## src/rtl/div_reconstruct_if.sv

```systemverilog
// Operand/result bundle for div_reconstruct: start request, q/r/d operands,
// and busy/done/a_out/ovf status.
interface div_reconstruct_if #(
  parameter int DATAWIDTH = 64
);
  logic                        start;
  logic signed [DATAWIDTH-1:0] q;
  logic signed [DATAWIDTH-1:0] r;
  logic signed [DATAWIDTH-1:0] d;
  logic                        busy;
  logic                        done;
  logic signed [DATAWIDTH-1:0] a_out;
  logic                        ovf;

  modport master (
    output start, q, r, d,
    input  busy, done, a_out, ovf
  );

  modport slave (
    input  start, q, r, d,
    output busy, done, a_out, ovf
  );
endinterface

```

## src/rtl/div_reconstruct.sv

```systemverilog
// Rebuilds the dividend a = q*d + r from a signed truncating quotient/remainder
// pair using a sequential shift-add multiplier on sign-magnitude operands.
module div_reconstruct #(
  parameter int DATAWIDTH = 64
) (
  input  logic            clk,
  input  logic            rst,
  div_reconstruct_if.slave bus
);

  localparam int unsigned MW = DATAWIDTH + 1;       // operand magnitude width
  localparam int unsigned AW = 2 * DATAWIDTH + 1;   // product accumulator width
  localparam int unsigned SW = 2 * DATAWIDTH + 2;   // final signed sum width
  localparam int unsigned CW = $clog2(DATAWIDTH);   // iteration counter width

  typedef enum logic [1:0] {
    IDLE = 2'd0,
    RUN  = 2'd1,
    FIX  = 2'd2,
    DONE = 2'd3
  } state_t;

  state_t                r_state;
  state_t                w_state_nxt;
  logic                  w_accept;
  logic                  w_last;

  logic [CW-1:0]         r_cnt;
  logic                  r_neg;
  logic [MW-1:0]         r_mplier;
  logic [AW-1:0]         r_mcand;
  logic [AW-1:0]         r_acc;
  logic [DATAWIDTH-1:0]  r_rop;
  logic [DATAWIDTH-1:0]  r_aout;
  logic                  r_ovf;
  logic                  r_busy;
  logic                  r_done;

  logic [MW-1:0]         w_qext;
  logic [MW-1:0]         w_dext;
  logic [MW-1:0]         w_qmag;
  logic [MW-1:0]         w_dmag;
  logic [SW-1:0]         w_prod_ext;
  logic [SW-1:0]         w_prod_sgn;
  logic [SW-1:0]         w_rext;
  logic [SW-1:0]         w_sum;
  logic [DATAWIDTH-1:0]  w_low;
  logic                  w_ovf;

  // Magnitudes are one bit wider so that -2^(DATAWIDTH-1) negates exactly.
  always_comb begin
    w_qext = {bus.q[DATAWIDTH-1], bus.q};
    w_dext = {bus.d[DATAWIDTH-1], bus.d};
    w_qmag = bus.q[DATAWIDTH-1] ? MW'(~w_qext + MW'(1)) : w_qext;
    w_dmag = bus.d[DATAWIDTH-1] ? MW'(~w_dext + MW'(1)) : w_dext;
  end

  // Sign fix-up, remainder add and overflow detection for the FIX state.
  always_comb begin
    w_prod_ext = SW'(r_acc);
    w_prod_sgn = r_neg ? SW'(~w_prod_ext + SW'(1)) : w_prod_ext;
    w_rext     = {{(SW - DATAWIDTH){r_rop[DATAWIDTH-1]}}, r_rop};
    w_sum      = w_prod_sgn + w_rext;
    w_low      = w_sum[DATAWIDTH-1:0];
    w_ovf      = (w_sum != {{(SW - DATAWIDTH){w_low[DATAWIDTH-1]}}, w_low});
  end

  always_ff @(posedge clk or posedge rst) begin
    if (rst) begin
      r_state <= IDLE;
    end else begin
      r_state <= w_state_nxt;
    end
  end

  always_comb begin
    w_state_nxt = r_state;
    w_accept    = 1'b0;
    w_last      = (r_cnt == CW'(DATAWIDTH - 1));
    case (r_state)
      IDLE: begin
        if (bus.start) begin
          w_state_nxt = RUN;
          w_accept    = 1'b1;
        end
      end
      RUN: begin
        if (w_last) begin
          w_state_nxt = FIX;
        end
      end
      FIX: begin
        w_state_nxt = DONE;
      end
      DONE: begin
        if (bus.start) begin
          w_state_nxt = RUN;
          w_accept    = 1'b1;
        end else begin
          w_state_nxt = IDLE;
        end
      end
      default: begin
        w_state_nxt = IDLE;
      end
    endcase
  end

  // Datapath; status flags are registered from the next state so they track it exactly.
  always_ff @(posedge clk or posedge rst) begin
    if (rst) begin
      r_cnt    <= '0;
      r_neg    <= 1'b0;
      r_mplier <= '0;
      r_mcand  <= '0;
      r_acc    <= '0;
      r_rop    <= '0;
      r_aout   <= '0;
      r_ovf    <= 1'b0;
      r_busy   <= 1'b0;
      r_done   <= 1'b0;
    end else begin
      r_busy <= (w_state_nxt == RUN) || (w_state_nxt == FIX);
      r_done <= (w_state_nxt == DONE);
      if (w_accept) begin
        r_neg    <= bus.q[DATAWIDTH-1] ^ bus.d[DATAWIDTH-1];
        r_mplier <= w_qmag;
        r_mcand  <= AW'(w_dmag);
        r_acc    <= '0;
        r_cnt    <= '0;
        r_rop    <= bus.r;
      end else if (r_state == RUN) begin
        r_acc    <= r_acc + (r_mplier[0] ? r_mcand : '0);
        r_mcand  <= r_mcand << 1;
        r_mplier <= r_mplier >> 1;
        r_cnt    <= r_cnt + CW'(1);
      end else if (r_state == FIX) begin
        r_aout <= w_low;
        r_ovf  <= w_ovf;
      end
    end
  end

  assign bus.busy  = r_busy;
  assign bus.done  = r_done;
  assign bus.a_out = r_aout;
  assign bus.ovf   = r_ovf;

endmodule

```

## src/flat_wrapper.sv

```systemverilog
// flat-port wrapper written by rule: the top's interface ports become plain ports
module div_reconstruct_flat 
#(
  parameter int DATAWIDTH = 64
)
  (clk, rst, bus_start, bus_q, bus_r, bus_d, bus_busy, bus_done, bus_a_out, bus_ovf);
  div_reconstruct_if #(.DATAWIDTH(DATAWIDTH)) bus_i ();
  input  logic clk;
  input  logic rst;
  input wire logic [$bits(bus_i.start)-1:0] bus_start;
  input wire logic [$bits(bus_i.q)-1:0] bus_q;
  input wire logic [$bits(bus_i.r)-1:0] bus_r;
  input wire logic [$bits(bus_i.d)-1:0] bus_d;
  output wire logic [$bits(bus_i.busy)-1:0] bus_busy;
  output wire logic [$bits(bus_i.done)-1:0] bus_done;
  output wire logic [$bits(bus_i.a_out)-1:0] bus_a_out;
  output wire logic [$bits(bus_i.ovf)-1:0] bus_ovf;
  assign bus_i.start = bus_start;
  assign bus_i.q = bus_q;
  assign bus_i.r = bus_r;
  assign bus_i.d = bus_d;
  assign bus_busy = bus_i.busy;
  assign bus_done = bus_i.done;
  assign bus_a_out = bus_i.a_out;
  assign bus_ovf = bus_i.ovf;
  div_reconstruct #(.DATAWIDTH(DATAWIDTH)) u_core (.clk(clk), .rst(rst), .bus(bus_i));
endmodule
```

## config.mk

```make
export PLATFORM = sky130hd
export DESIGN_NAME = div_reconstruct_flat
export DESIGN_NICKNAME = d
export VERILOG_FILES = /design/src/rtl/div_reconstruct_if.sv /design/src/rtl/div_reconstruct.sv /design/src/flat_wrapper.sv
export SDC_FILE = /design/constraint.sdc
export NUM_CORES = 2
export LEC_CHECK = 0
export BUFFER_PORTS_ARGS = -buffer_cell sky130_fd_sc_hd__buf_4
export CORE_ASPECT_RATIO = 1.2
export CORE_UTILIZATION = 28
export CTS_CLUSTER_DIAMETER = 200
export CTS_CLUSTER_SIZE = 20
export DETAILED_ROUTE_END_ITERATION = 8
export SLEW_MARGIN = 40
export SYNTH_ARGS = -nofsm -noshare
export SYNTH_HDL_FRONTEND = slang
export SYNTH_SLANG_ARGS = --single-unit
export TNS_END_PERCENT = 30
```

## constraint.sdc

```tcl
create_clock -name clk -period 13.7 [get_ports clk]
set_clock_uncertainty 0.05 [all_clocks]
set_input_delay 1.37 -clock clk [delete_from_list [all_inputs] [get_ports clk]]
set_output_delay 1.37 -clock clk [all_outputs]
set_load 0.02 [all_outputs]
```

==> reports/results.ini <==
[status]
status = complete, no violations

[worst_setup_path]
crit_slowest_cell = or4_4
cp-start-kind = flip-flop
crit_path_max_fanout = 7
cp.arrival_ns = 9.66
path_class = reg -> reg
critPathRequiredTime_ns = 14.17
cpPeakStageDelay_ns = 0.60
critPathMostFrequentCell = or3_1
worst_setup_path_end_kind = flip-flop
reg2regPathDepth = 26

[yosys]
synth_top_cell_area_share = 0.280
synth.area.mux_share = 0.0669
ys_seq_elements = 463
synth-edff-count = 0
ys_types = 89
synth-compound-area-share = 0.213
syn_area_mm2 = 0.0414
syn-num-nets = 5675
netlist_instances = 5175
ys_seq_area_frac = 0.280
syn_area_per_cell_um2 = 8.00
synth-simple-area-share = 0.208
async_reset_ff_frac = 1.00
synth_xor_area_frac = 0.106
synth_top_area_cell = dfrtp_1
synthTopCellsByArea = dfrtp_1, ha_1, xnor2_1, nand2_1, mux2i_1
yosys_warnings = 0
synthAdderAreaFrac = 0.0926
synthFlopType = dfrtp_1
synth_top_family_by_area = compound AO/OA/AOI/OAI gates

[place]
dpl_cell_area_mm2 = 0.0452
port_buffers = 261
place.gp.congestion = 0.970
dp.cells = 7156
post-place-ws_ns = 4.53
dp.final_hpwl_um = 107000

[route]
ant_nets = 0
dr_total_vias = 38000
drtPass1Iterations = 6
drt_iter0_drc = 2884
routedWlPerCell_um = 18.7
routed_wl_um = 135000
drcViolationCount = 0
viasPerCell = 5.27

[cts]
path_clk_slew_ns = 0.10
clk_latency_ns = 0.68
cts_hold_buf = 0
cts_setup_buffers = 0
cts-htree-levels = 1
cts-buffers-inserted = 27
cts_resized = 0
clockBufferDepth = 3
cts_tree = yes
cts_root_buf = clkbuf_16
cts.sinks = 463

[pwr]
p_seq_frac = 0.197
leakage_nw = 20.8
power_mw = 10.9
switchingPower_mw = 5.91
power.internal_mw = 4.98
clkPwrFrac = 0.081
power_density_mw_per_mm2 = 237
combPwrFrac = 0.723
p_sw_frac = 0.543
vdd_drop_max_uv = 118

[grt]
grt_pass1_vias = 36500
grt_max_degree = 145
antenna_found_initial = 19
gr-total-overflow = 0
grt_pass1_wl_um = 212000
grtUsageTotal = 0.175

[sta]
finalSetupViolCount = 0
holdWs_ns = 0.439
period_share = 0.671
min_period_ns = 9.19
clock.fmax_ghz = 0.109
slew_headroom = 0.440
worstMarginPinSlew_ns = 0.832
tns_ns = 0
rsz0062_at_grt = false
maxSlewViolCount = 0
layout_setup_ws_ns = 4.51
hold_viol_final = 0

[floorplanning]
coreArea_mm2 = 0.147
dieArea_mm2 = 0.149
die_h_um = 423
num_rows = 154
start_util = 0.282
ios = 262
die_x_um = 353

[final_layout]
syn_to_final_growth_pct = 11.1
final_area_mm2 = 0.0460
nFillCells = 15700
finalNonFillerCells = 7204
drive_gt1_frac = 0.0761
final_util = 0.313
nNetsFinal = 5736

[flow_run]
maxCapViolations = 0

[worst_hold_path]
min_path_type = reg -> reg
hold_depth = 2

## final timing paths
kind / from / end / slack, ns
worst max register to register: u_core.r_acc[5] / u_core.bus.ovf / 4.51
max in group asynchronous: rst / u_core.bus.a_out[34] / 10.82
worst min register to register: u_core.bus.a_out[39] / u_core.bus.a_out[39] / 0.44
worst max-delay path: u_core.r_acc[5] / u_core.bus.ovf / 4.51
worst min-delay path: u_core.bus.a_out[39] / u_core.bus.a_out[39] / 0.44
min in group asynchronous: rst / u_core.r_mplier[0] / 0.82
## layout by cell type, fill, tap and decap left out, types with 8 or more instances in the layout
master / synthesis / final
o21a_1: 24 / 24
nand4_1: 105 / 105
o21bai_1: 55 / 55
o31ai_1: 72 / 71
nor2b_1: 20 / 19
a41oi_1: 10 / 10
buf_4: 0 / 286
o211ai_1: 26 / 26
nor2_1: 393 / 392
a21oi_1: 381 / 381
dfrtp_1: 463 / 460
clkbuf_16: 0 / 27
xor2_1: 126 / 125
nand2_1: 740 / 739
nor4_1: 43 / 43
nor3_1: 67 / 67
nand3b_1: 9 / 9
buf_6: 1 / 12
and4_1: 11 / 11
or2_2: 15 / 15
o221ai_1: 8 / 8
o21ai_0: 503 / 503
nand3_1: 72 / 72
a21o_1: 132 / 132
mux2i_1: 270 / 270
a31oi_1: 48 / 48
inv_1: 88 / 87
a211oi_1: 24 / 24
nand2b_1: 48 / 47
a21boi_0: 10 / 10
ha_1: 303 / 302
or4_1: 49 / 49
and2_1: 142 / 142
or3_1: 45 / 45
xnor2_1: 377 / 377
and3_1: 30 / 30
diode_2: 0 / 13
o41ai_1: 49 / 49
## worst max-delay path: cells and delay by family (launching register included)
| family | cells | cell delay, ns |
|---|---|---|
| and+or+nand+nor | 16 | 5.95 |
| AOI/OAI and AO/OA | 7 | 1.85 |
| DFF | 1 | 0.48 |
| xor gates and xnor gates | 2 | 0.38 |
| adders and majority gates | 1 | 0.34 |
## area by class of cell
type | count | area [um2] | share of cell area
inverters | 88 | 334 | 0.00726
well taps | 1950 | 2440 | 0.0531
multi-input cells | 4355 | 28500 | 0.620
clock buffers | 31 | 701 | 0.0152
flip-flops and latches | 463 | 11600 | 0.252
repair buffers | 301 | 2350 | 0.0511
clock inverters | 3 | 37.5 | 0.000816
diodes | 13 | 32.5 | 0.000707
## cells in the mapped netlist (9+ instances only)
cell	number
a21oi_1	381
nand4_1	105
nand3b_1	9
o21a_1	24
xor2_1	126
mux2i_1	270
dfrtp_1	463
or3_1	45
and4_1	11
and2_1	142
o21ai_0	503
nor4_1	43
clkbuf_1	242
o211ai_1	26
ha_1	303
a21o_1	132
o41ai_1	49
xnor2_1	377
nand2b_1	48
nand3_1	72
nor2b_1	20
o31ai_1	72
or2_2	15
a21boi_0	10
nand2_1	740
and3_1	30
nor3_1	67
nor2_1	393
or4_1	49
o21bai_1	55
a41oi_1	10
inv_1	88
buf_1	25
a211oi_1	24
a31oi_1	48
## registers in the layout, indices dropped and copies added (netlist names)
signal	flops
u_core.r_acc	129
u_core.bus.done	1
u_core.bus.ovf	1
u_core.r_state	2
u_core.r_mcand	129
u_core.r_mplier	65
u_core.r_rop	64
u_core.r_cnt	6
u_core.r_neg	1
u_core.bus.a_out	64
u_core.bus.busy	1
## layer usage
layer  vias to the layer above  routed length, um  share of wire  global-route usage
li1                      18700                  -              -                   -
met1                     18100              62700           0.47               0.240
met2                       965              61100           0.45               0.283
met3                       195               6120          0.045              0.0169
met4                         8               4590          0.034              0.0628
met5                         -                 51        0.00038                   0
## cells by family (layout without fill, tap and decap cells)
logic type	after synthesis	after routing
AOI/OAI and AO/OA	1448	1448
xor gates and xnor gates	503	503
adders and majority gates	305	305
buffers and inverters	357	423
DFF	463	463
muxes	276	276
other	0	13
and+or+nand+nor	1823	1823
## power groups by stage
stage	clock (mW)	sequential, mW	combinational (mW)
global placement	0	2.15	7.74
floorplan	0	2.07	5.55
global route	0.966	2.19	8.59
detailed placement	0	2.16	7.72
finish	0.878	2.14	7.87
CTS	0.929	2.14	7.76
(Power assumes the default switching activity.)
